File: src/rtl/float_div.sv
// -----------------------------------------------------------------------------
// float_div -- iterative IEEE-754 single-precision divider.
//
// Restoring division of the two 24-bit mantissas (hidden 1 always inserted),
// one quotient bit per cycle for 26 cycles, then a normalisation cycle that
// registers the result and status flags. Inf/NaN/denormals are not treated
// specially.
//
// Ports:
//   clk          rising-edge clock
//   rst          asynchronous active-high reset
//   in_valid     operand pair present
//   in_ready     high only while idle; pair accepted on in_valid & in_ready
//   input_a      dividend {sign, exp[7:0], mant[22:0]}
//   input_b      divisor, same format
//   out_valid    one-cycle pulse when quotient/flags are updated
//   quotient     registered result, held until the next result or reset
//   overflow     result exponent >= 255
//   underflow    result exponent <= 0
//   div_by_zero  divisor was exactly 32'h0
//
// Configuration macro:
//   FLOAT_DIV_ROUND_EN  defined  -> round-half-up on the guard bit
//                       undefined -> truncation (default)
// -----------------------------------------------------------------------------
module float_div (
    input  logic        clk,
    input  logic        rst,
    input  logic        in_valid,
    output logic        in_ready,
    input  logic [31:0] input_a,
    input  logic [31:0] input_b,
    output logic        out_valid,
    output logic [31:0] quotient,
    output logic        overflow,
    output logic        underflow,
    output logic        div_by_zero
);

    typedef enum logic [1:0] {
        IDLE   = 2'd0,
        DIVIDE = 2'd1,
        NORM   = 2'd2,
        DONE   = 2'd3
    } state_t;

    state_t       state_q, state_d;
    logic [4:0]   cnt_q, cnt_d;
    logic [25:0]  rem_q, rem_d;
    logic [25:0]  q_q, q_d;
    logic [23:0]  mb_q, mb_d;
    logic [7:0]   exp_a_q, exp_a_d;
    logic [7:0]   exp_b_q, exp_b_d;
    logic         sign_q, sign_d;
    logic         a_zero_q, a_zero_d;
    logic         b_zero_q, b_zero_d;
    logic         out_valid_q, out_valid_d;
    logic [31:0]  quotient_q, quotient_d;
    logic         overflow_q, overflow_d;
    logic         underflow_q, underflow_d;
    logic         div_by_zero_q, div_by_zero_d;

    // normalisation / rounding intermediates
    logic [22:0]        mant_s;
    logic               guard_s;
    logic signed [9:0]  exp_s;
    logic [22:0]        mant_fin_s;
    logic signed [9:0]  exp_fin_s;
`ifdef FLOAT_DIV_ROUND_EN
    logic [23:0]        mant_rnd_s;
`else
    logic               unused_guard_s;
`endif
    logic [25:0]        diff_s;

    // Normalise the raw quotient and apply rounding or truncation.
    always_comb begin
        mant_s  = 23'd0;
        guard_s = 1'b0;
        exp_s   = $signed({2'b00, exp_a_q}) - $signed({2'b00, exp_b_q}) + 10'sd127;
        if (q_q[25]) begin
            mant_s  = q_q[24:2];
            guard_s = q_q[1];
        end else begin
            mant_s  = q_q[23:1];
            guard_s = q_q[0];
            exp_s   = exp_s - 10'sd1;
        end
`ifdef FLOAT_DIV_ROUND_EN
        mant_rnd_s = {1'b0, mant_s} + {23'd0, guard_s};
        // carry out of the 23-bit fraction bumps the exponent
        if (mant_rnd_s[23]) begin
            mant_fin_s = 23'd0;
            exp_fin_s  = exp_s + 10'sd1;
        end else begin
            mant_fin_s = mant_rnd_s[22:0];
            exp_fin_s  = exp_s;
        end
`else
        // truncation: the guard bit is deliberately dropped
        unused_guard_s = guard_s;
        mant_fin_s     = mant_s;
        exp_fin_s      = exp_s;
`endif
    end

    // Next-state, datapath and output-register logic.
    always_comb begin
        state_d       = state_q;
        cnt_d         = cnt_q;
        rem_d         = rem_q;
        q_d           = q_q;
        mb_d          = mb_q;
        exp_a_d       = exp_a_q;
        exp_b_d       = exp_b_q;
        sign_d        = sign_q;
        a_zero_d      = a_zero_q;
        b_zero_d      = b_zero_q;
        out_valid_d   = 1'b0;
        quotient_d    = quotient_q;
        overflow_d    = overflow_q;
        underflow_d   = underflow_q;
        div_by_zero_d = div_by_zero_q;
        diff_s        = rem_q - {2'b00, mb_q};
        case (state_q)
            IDLE: begin
                if (in_valid) begin
                    state_d  = DIVIDE;
                    cnt_d    = 5'd0;
                    rem_d    = {3'b001, input_a[22:0]};
                    q_d      = 26'd0;
                    mb_d     = {1'b1, input_b[22:0]};
                    exp_a_d  = input_a[30:23];
                    exp_b_d  = input_b[30:23];
                    sign_d   = input_a[31] ^ input_b[31];
                    a_zero_d = (input_a == 32'd0);
                    b_zero_d = (input_b == 32'd0);
                end else begin
                    state_d = IDLE;
                end
            end
            DIVIDE: begin
                // restoring step: subtract if it fits, shift remainder left
                if (rem_q >= {2'b00, mb_q}) begin
                    q_d   = {q_q[24:0], 1'b1};
                    rem_d = {diff_s[24:0], 1'b0};
                end else begin
                    q_d   = {q_q[24:0], 1'b0};
                    rem_d = {rem_q[24:0], 1'b0};
                end
                if (cnt_q == 5'd25) begin
                    state_d = NORM;
                    cnt_d   = 5'd0;
                end else begin
                    cnt_d = cnt_q + 5'd1;
                end
            end
            NORM: begin
                state_d       = DONE;
                out_valid_d   = 1'b1;
                overflow_d    = 1'b0;
                underflow_d   = 1'b0;
                div_by_zero_d = 1'b0;
                if (b_zero_q) begin
                    div_by_zero_d = 1'b1;
                    quotient_d    = {sign_q, 8'hFF, 23'd0};
                end else if (a_zero_q) begin
                    quotient_d = 32'd0;
                end else if (exp_fin_s >= 10'sd255) begin
                    overflow_d = 1'b1;
                    quotient_d = {sign_q, 8'hFF, 23'd0};
                end else if (exp_fin_s <= 10'sd0) begin
                    underflow_d = 1'b1;
                    quotient_d  = 32'd0;
                end else begin
                    quotient_d = {sign_q, exp_fin_s[7:0], mant_fin_s};
                end
            end
            DONE: begin
                state_d = IDLE;
            end
            default: begin
                state_d = IDLE;
            end
        endcase
    end

    // State and datapath registers.
    always_ff @(posedge clk or posedge rst) begin
        if (rst) begin
            state_q       <= IDLE;
            cnt_q         <= 5'd0;
            rem_q         <= 26'd0;
            q_q           <= 26'd0;
            mb_q          <= 24'd0;
            exp_a_q       <= 8'd0;
            exp_b_q       <= 8'd0;
            sign_q        <= 1'b0;
            a_zero_q      <= 1'b0;
            b_zero_q      <= 1'b0;
            out_valid_q   <= 1'b0;
            quotient_q    <= 32'd0;
            overflow_q    <= 1'b0;
            underflow_q   <= 1'b0;
            div_by_zero_q <= 1'b0;
        end else begin
            state_q       <= state_d;
            cnt_q         <= cnt_d;
            rem_q         <= rem_d;
            q_q           <= q_d;
            mb_q          <= mb_d;
            exp_a_q       <= exp_a_d;
            exp_b_q       <= exp_b_d;
            sign_q        <= sign_d;
            a_zero_q      <= a_zero_d;
            b_zero_q      <= b_zero_d;
            out_valid_q   <= out_valid_d;
            quotient_q    <= quotient_d;
            overflow_q    <= overflow_d;
            underflow_q   <= underflow_d;
            div_by_zero_q <= div_by_zero_d;
        end
    end

    assign in_ready    = (state_q == IDLE);
    assign out_valid   = out_valid_q;
    assign quotient    = quotient_q;
    assign overflow    = overflow_q;
    assign underflow   = underflow_q;
    assign div_by_zero = div_by_zero_q;

endmodule

File: config.mk
export PLATFORM = sky130hd
export DESIGN_NAME = float_div
export DESIGN_NICKNAME = d
export VERILOG_FILES = /design/src/rtl/float_div.sv
export SDC_FILE = /design/constraint.sdc
export NUM_CORES = 1
export LEC_CHECK = 0
export ABC_AREA = 1
export BUFFER_PORTS_ARGS = -buffer_cell sky130_fd_sc_hd__buf_2
export CAP_MARGIN = 5
export CORE_UTILIZATION = 45
export CTS_CLUSTER_SIZE = 16
export DETAILED_ROUTE_END_ITERATION = 8
export PLACE_DENSITY = 0.65
export SYNTH_ARGS = -nofsm -noshare
export SYNTH_HDL_FRONTEND = slang
export SYNTH_SLANG_ARGS = --single-unit
File: constraint.sdc
create_clock -name clk -period 11.16 [get_ports clk]
set_clock_uncertainty 0.2 [all_clocks]
set_input_delay 1.116 -clock clk [delete_from_list [all_inputs] [get_ports clk]]
set_output_delay 1.116 -clock clk [all_outputs]
set_load 0.05 [all_outputs]
==> summary.txt <==
Timing
  – Tmin final: 3.92 ns
  – Setup TNS after final layout: 0 ns
  – Worst slew margin: 26.3%
  – Fin worst setup slack: 7.24 ns
  – Fin Hold WS: 0.273 ns
  – Fmax: 255 MHz
  – Part of the cycle the worst path needs: 35.1%
  – # setup viols final: 0
  – RSZ-0062 raised after global routing: false
  – Max Slew Vio Count: 0
  – Slew of the pin with the lowest slew margin: 1.10 ns
  – Final hold viol count: 0

Setup path
  – Setup Crit Path Kind: register to register
  – Worst path required time: 11.27 ns
  – CP bufs+invs: 5
  – Critical Path Fanout Max: 31
  – Delay-heaviest family, CP: simple AND/OR/NAND/NOR gates
  – Type of origin of the critical path: register
  – Worst path max stage delay: 0.80 ns
  – CP most frequent cell: nand2_1
  – CP endpoint kind: register
  – Sequence of cells on the critical path: ha_1 -> inv_1 -> fa_1 -> inv_1 -> ha_1 -> inv_1 -> a21oi_2 -> nand3_2 -> nor2_2 -> nand3_1 -> nand2_1 -> nand2_1 -> nand2_1 -> inv_2 -> nand2_1 -> nand2_1 -> inv_1 -> nand2_1 -> nand2_1 -> nand3_1 -> nand3_1 -> nand2_1
  – Arrival @ worst endpoint: 4.03 ns
  – CP max-delay cell: nand2_1

Clock network
  – CTS Buf Count: 17
  – Setup bufs post-CTS: 0
  – Cts hold-fix bufs: 0
  – CTS Sinks: 138
  – CTS tree: done
  – H-tree depth: 4
  – Clock Tree Root: clkbuf_16
  – Maximum clock path buffer count: 2
  – Post_cts resized: 0
  – CTS clk-pin slew, worst paths: 0.07 ns
  – Worst-Skew Late Latency: 0.42 ns

Drt
  – Final ANT Viol Nets: 0
  – Wirelength per Cell: 14.1 um
  – DR vias/cell: 5.23
  – Detailed-route via count: 7738
  – Drt first pass iters: 5
  – Highest routing layer actually used: met4
  – DR iter-0 viols: 436
  – Routed wire length: 20800 um
  – # DRC: 0
  – Met3 wire len: 927 um
  – DRT met1 WL: 9600 um
  – WL met2: 9870 um

Global routing
  – Grt ovf: 0
  – Initial antenna violation count: 0
  – GRT Overall Usage: 22.6%
  – Vias in the first global route: 7314
  – First-pass GRT wire length: 35100 um
  – Largest net degree at the start of global routing: 71

Yosys
  – Yosys top cell by area: dfrtp_1
  – Post-Syn Area: 0.00852 mm2
  – Dominant cells by area after synthesis: dfrtp_1 41%, nand2_1 11%, inv_1 7.0%
  – Yosys cell types: 43
  – Yosys reg bits: 138
  – Synthesized instance count: 1156
  – Sequential-to-total area share from yosys stat: 40.6%
  – Syn Nets: 1264
  – Synth Area per Inst: 7.37 um2
  – Post-synth top area share: 40.6%
  – Synth warnings: 0

Die
  – Die H: 140 um
  – Die Area: 0.0195 mm2
  – I/O pin count: 104
  – Initial Util: 46.6%
  – Width of the die: 140 um
  – Area of the core: 0.0183 mm2
  – Num rows: 49

Status
  – Run status: finished clean

Placement
  – Gpl congestion: 0.878
  – DP HPWL: 15100 um
  – Placed cell area: 0.00916 mm2
  – PortBufs: 103
  – Dpl ws: 7.25 ns

Layout
  – Filler instances: 1797
  – Reg area: 0.00345 mm2
  – Multi-input logic area: 0.00424 mm2
  – Design area: 0.00976 mm2
  – N_diodes: 0
  – Layout net count: 1346
  – Area Growth Syn to Fin: 14.6%
  – Share of cells above drive strength 1: 14.0%

Hold path
  – Min-Delay Path Class: register to register

Run
  – Max-Cap Viols: 0
-- cells in the mapped netlist, drive strengths merged --
cell type and n:
nor3 7, or2 2, nand2 266, clkinv 4, fa 2, and2 1, clkbuf 33, a21oi 116
o22ai 28, or4 1, dfrtp 138, nand3 64, ha 39, nor4 9, xnor2 10, o21a 2
nor2 103, a21bo 1, o21ai 82, a21o 1, a31oi 2, o21bai 6, a211oi 1, nand4 36
nand3b 2, xor2 9, buf 12, inv 164, o2111ai 1, o211ai 10, and3 1, a21boi 3
-- placed cells by master (no fill, tap or decap), types with 3 or more instances in the layout --
cell type,instances
ha_1,39
xnor2_1,10
o22ai_1,28
nand3_2,3
nand2_1,255
a21boi_0,3
buf_4,5
inv_6,7
dfrtp_1,138
nor4_1,9
nor2_1,97
a21oi_1,114
clkinv_1,4
clkinv_4,3
inv_1,157
nand4_1,34
nor3_1,7
inv_2,6
clkbuf_16,17
nand2_2,10
xor2_1,9
o21ai_0,80
o21bai_1,6
nand3_1,61
buf_2,103
nor2_2,5
o211ai_1,10
-- final cells by class --
cell class              count  area share, %
clock buffers              19           4.54
clock inverters            13           1.59
inverters                 168           6.51
multi-input cells         805           43.4
flip-flops and latches    138           35.4
well taps                 229           2.94
repair buffers            108           5.67
-- per-layer routing --
layer	up-vias	global-route usage, %
met5	-	0
met4	0	7.52
met3	23	3.99
met2	195	37.3
met1	3548	30.0
li1	3972	-
-- cell families after synthesis --
| logic type | Yosys count | share of synthesized area (%) |
|---|---|---|
| buffers and inverters | 213 | 9.84 |
| xor gates and xnor gates | 19 | 1.95 |
| AOI/OAI and AO/OA | 253 | 16.2 |
| and+or+nand+nor | 492 | 25.3 |
| adders and majority gates | 41 | 6.20 |
| DFF | 138 | 40.6 |
-- per-stage QoR --
stage          util, %  cells
2_1_floorplan        -   1156
6_report          53.4   1480
5_1_grt           53.4   1480
4_1_cts           53.4   1480
3_5_place_dp      50.2   1448
3_3_place_gp      50.2   1448
-- worst paths after layout --
kind                                   start            to  slack, ns  cells after the start
worst max-delay path              exp_b_q[0]  quotient[27]       7.24                     22
worst min-delay path            quotient[13]  quotient[13]       0.27                      2
worst max register to register    exp_b_q[0]  quotient[27]       7.24                     22
worst min register to register  quotient[13]  quotient[13]       0.27                      2
max in group asynchronous                rst      mb_q[17]       8.89                      3
min in group asynchronous                rst     out_valid       0.56                      2
-- registers in the layout, indices dropped and copies added, names as in the netlist, 2 cells and up --
register / flops
exp_a_q: 8
cnt_q: 5
quotient: 32
mb_q: 24
state_q: 2
exp_b_q: 8
q_q: 26
rem_q: 26
-- worst register-to-register path: stages, from the launching register on --
cell and delay, ns:
dfrtp_1 0.39, ha_1 0.18, inv_1 0.09, fa_1 0.41, inv_1 0.11, ha_1 0.17, inv_1 0.06, a21oi_2 0.16
nand3_2 0.12, nor2_2 0.13, nand3_1 0.12, nand2_1 0.08, nand2_1 0.05, nand2_1 0.08, inv_2 0.04, nand2_1 0.05
nand2_1 0.06, inv_1 0.07, nand2_1 0.07, nand2_1 0.80, nand3_1 0.17, nand3_1 0.15, nand2_1 0.05
Power is not shown: default switching activity piles up to over one toggle a cycle in this logic, so the estimate is an artifact.
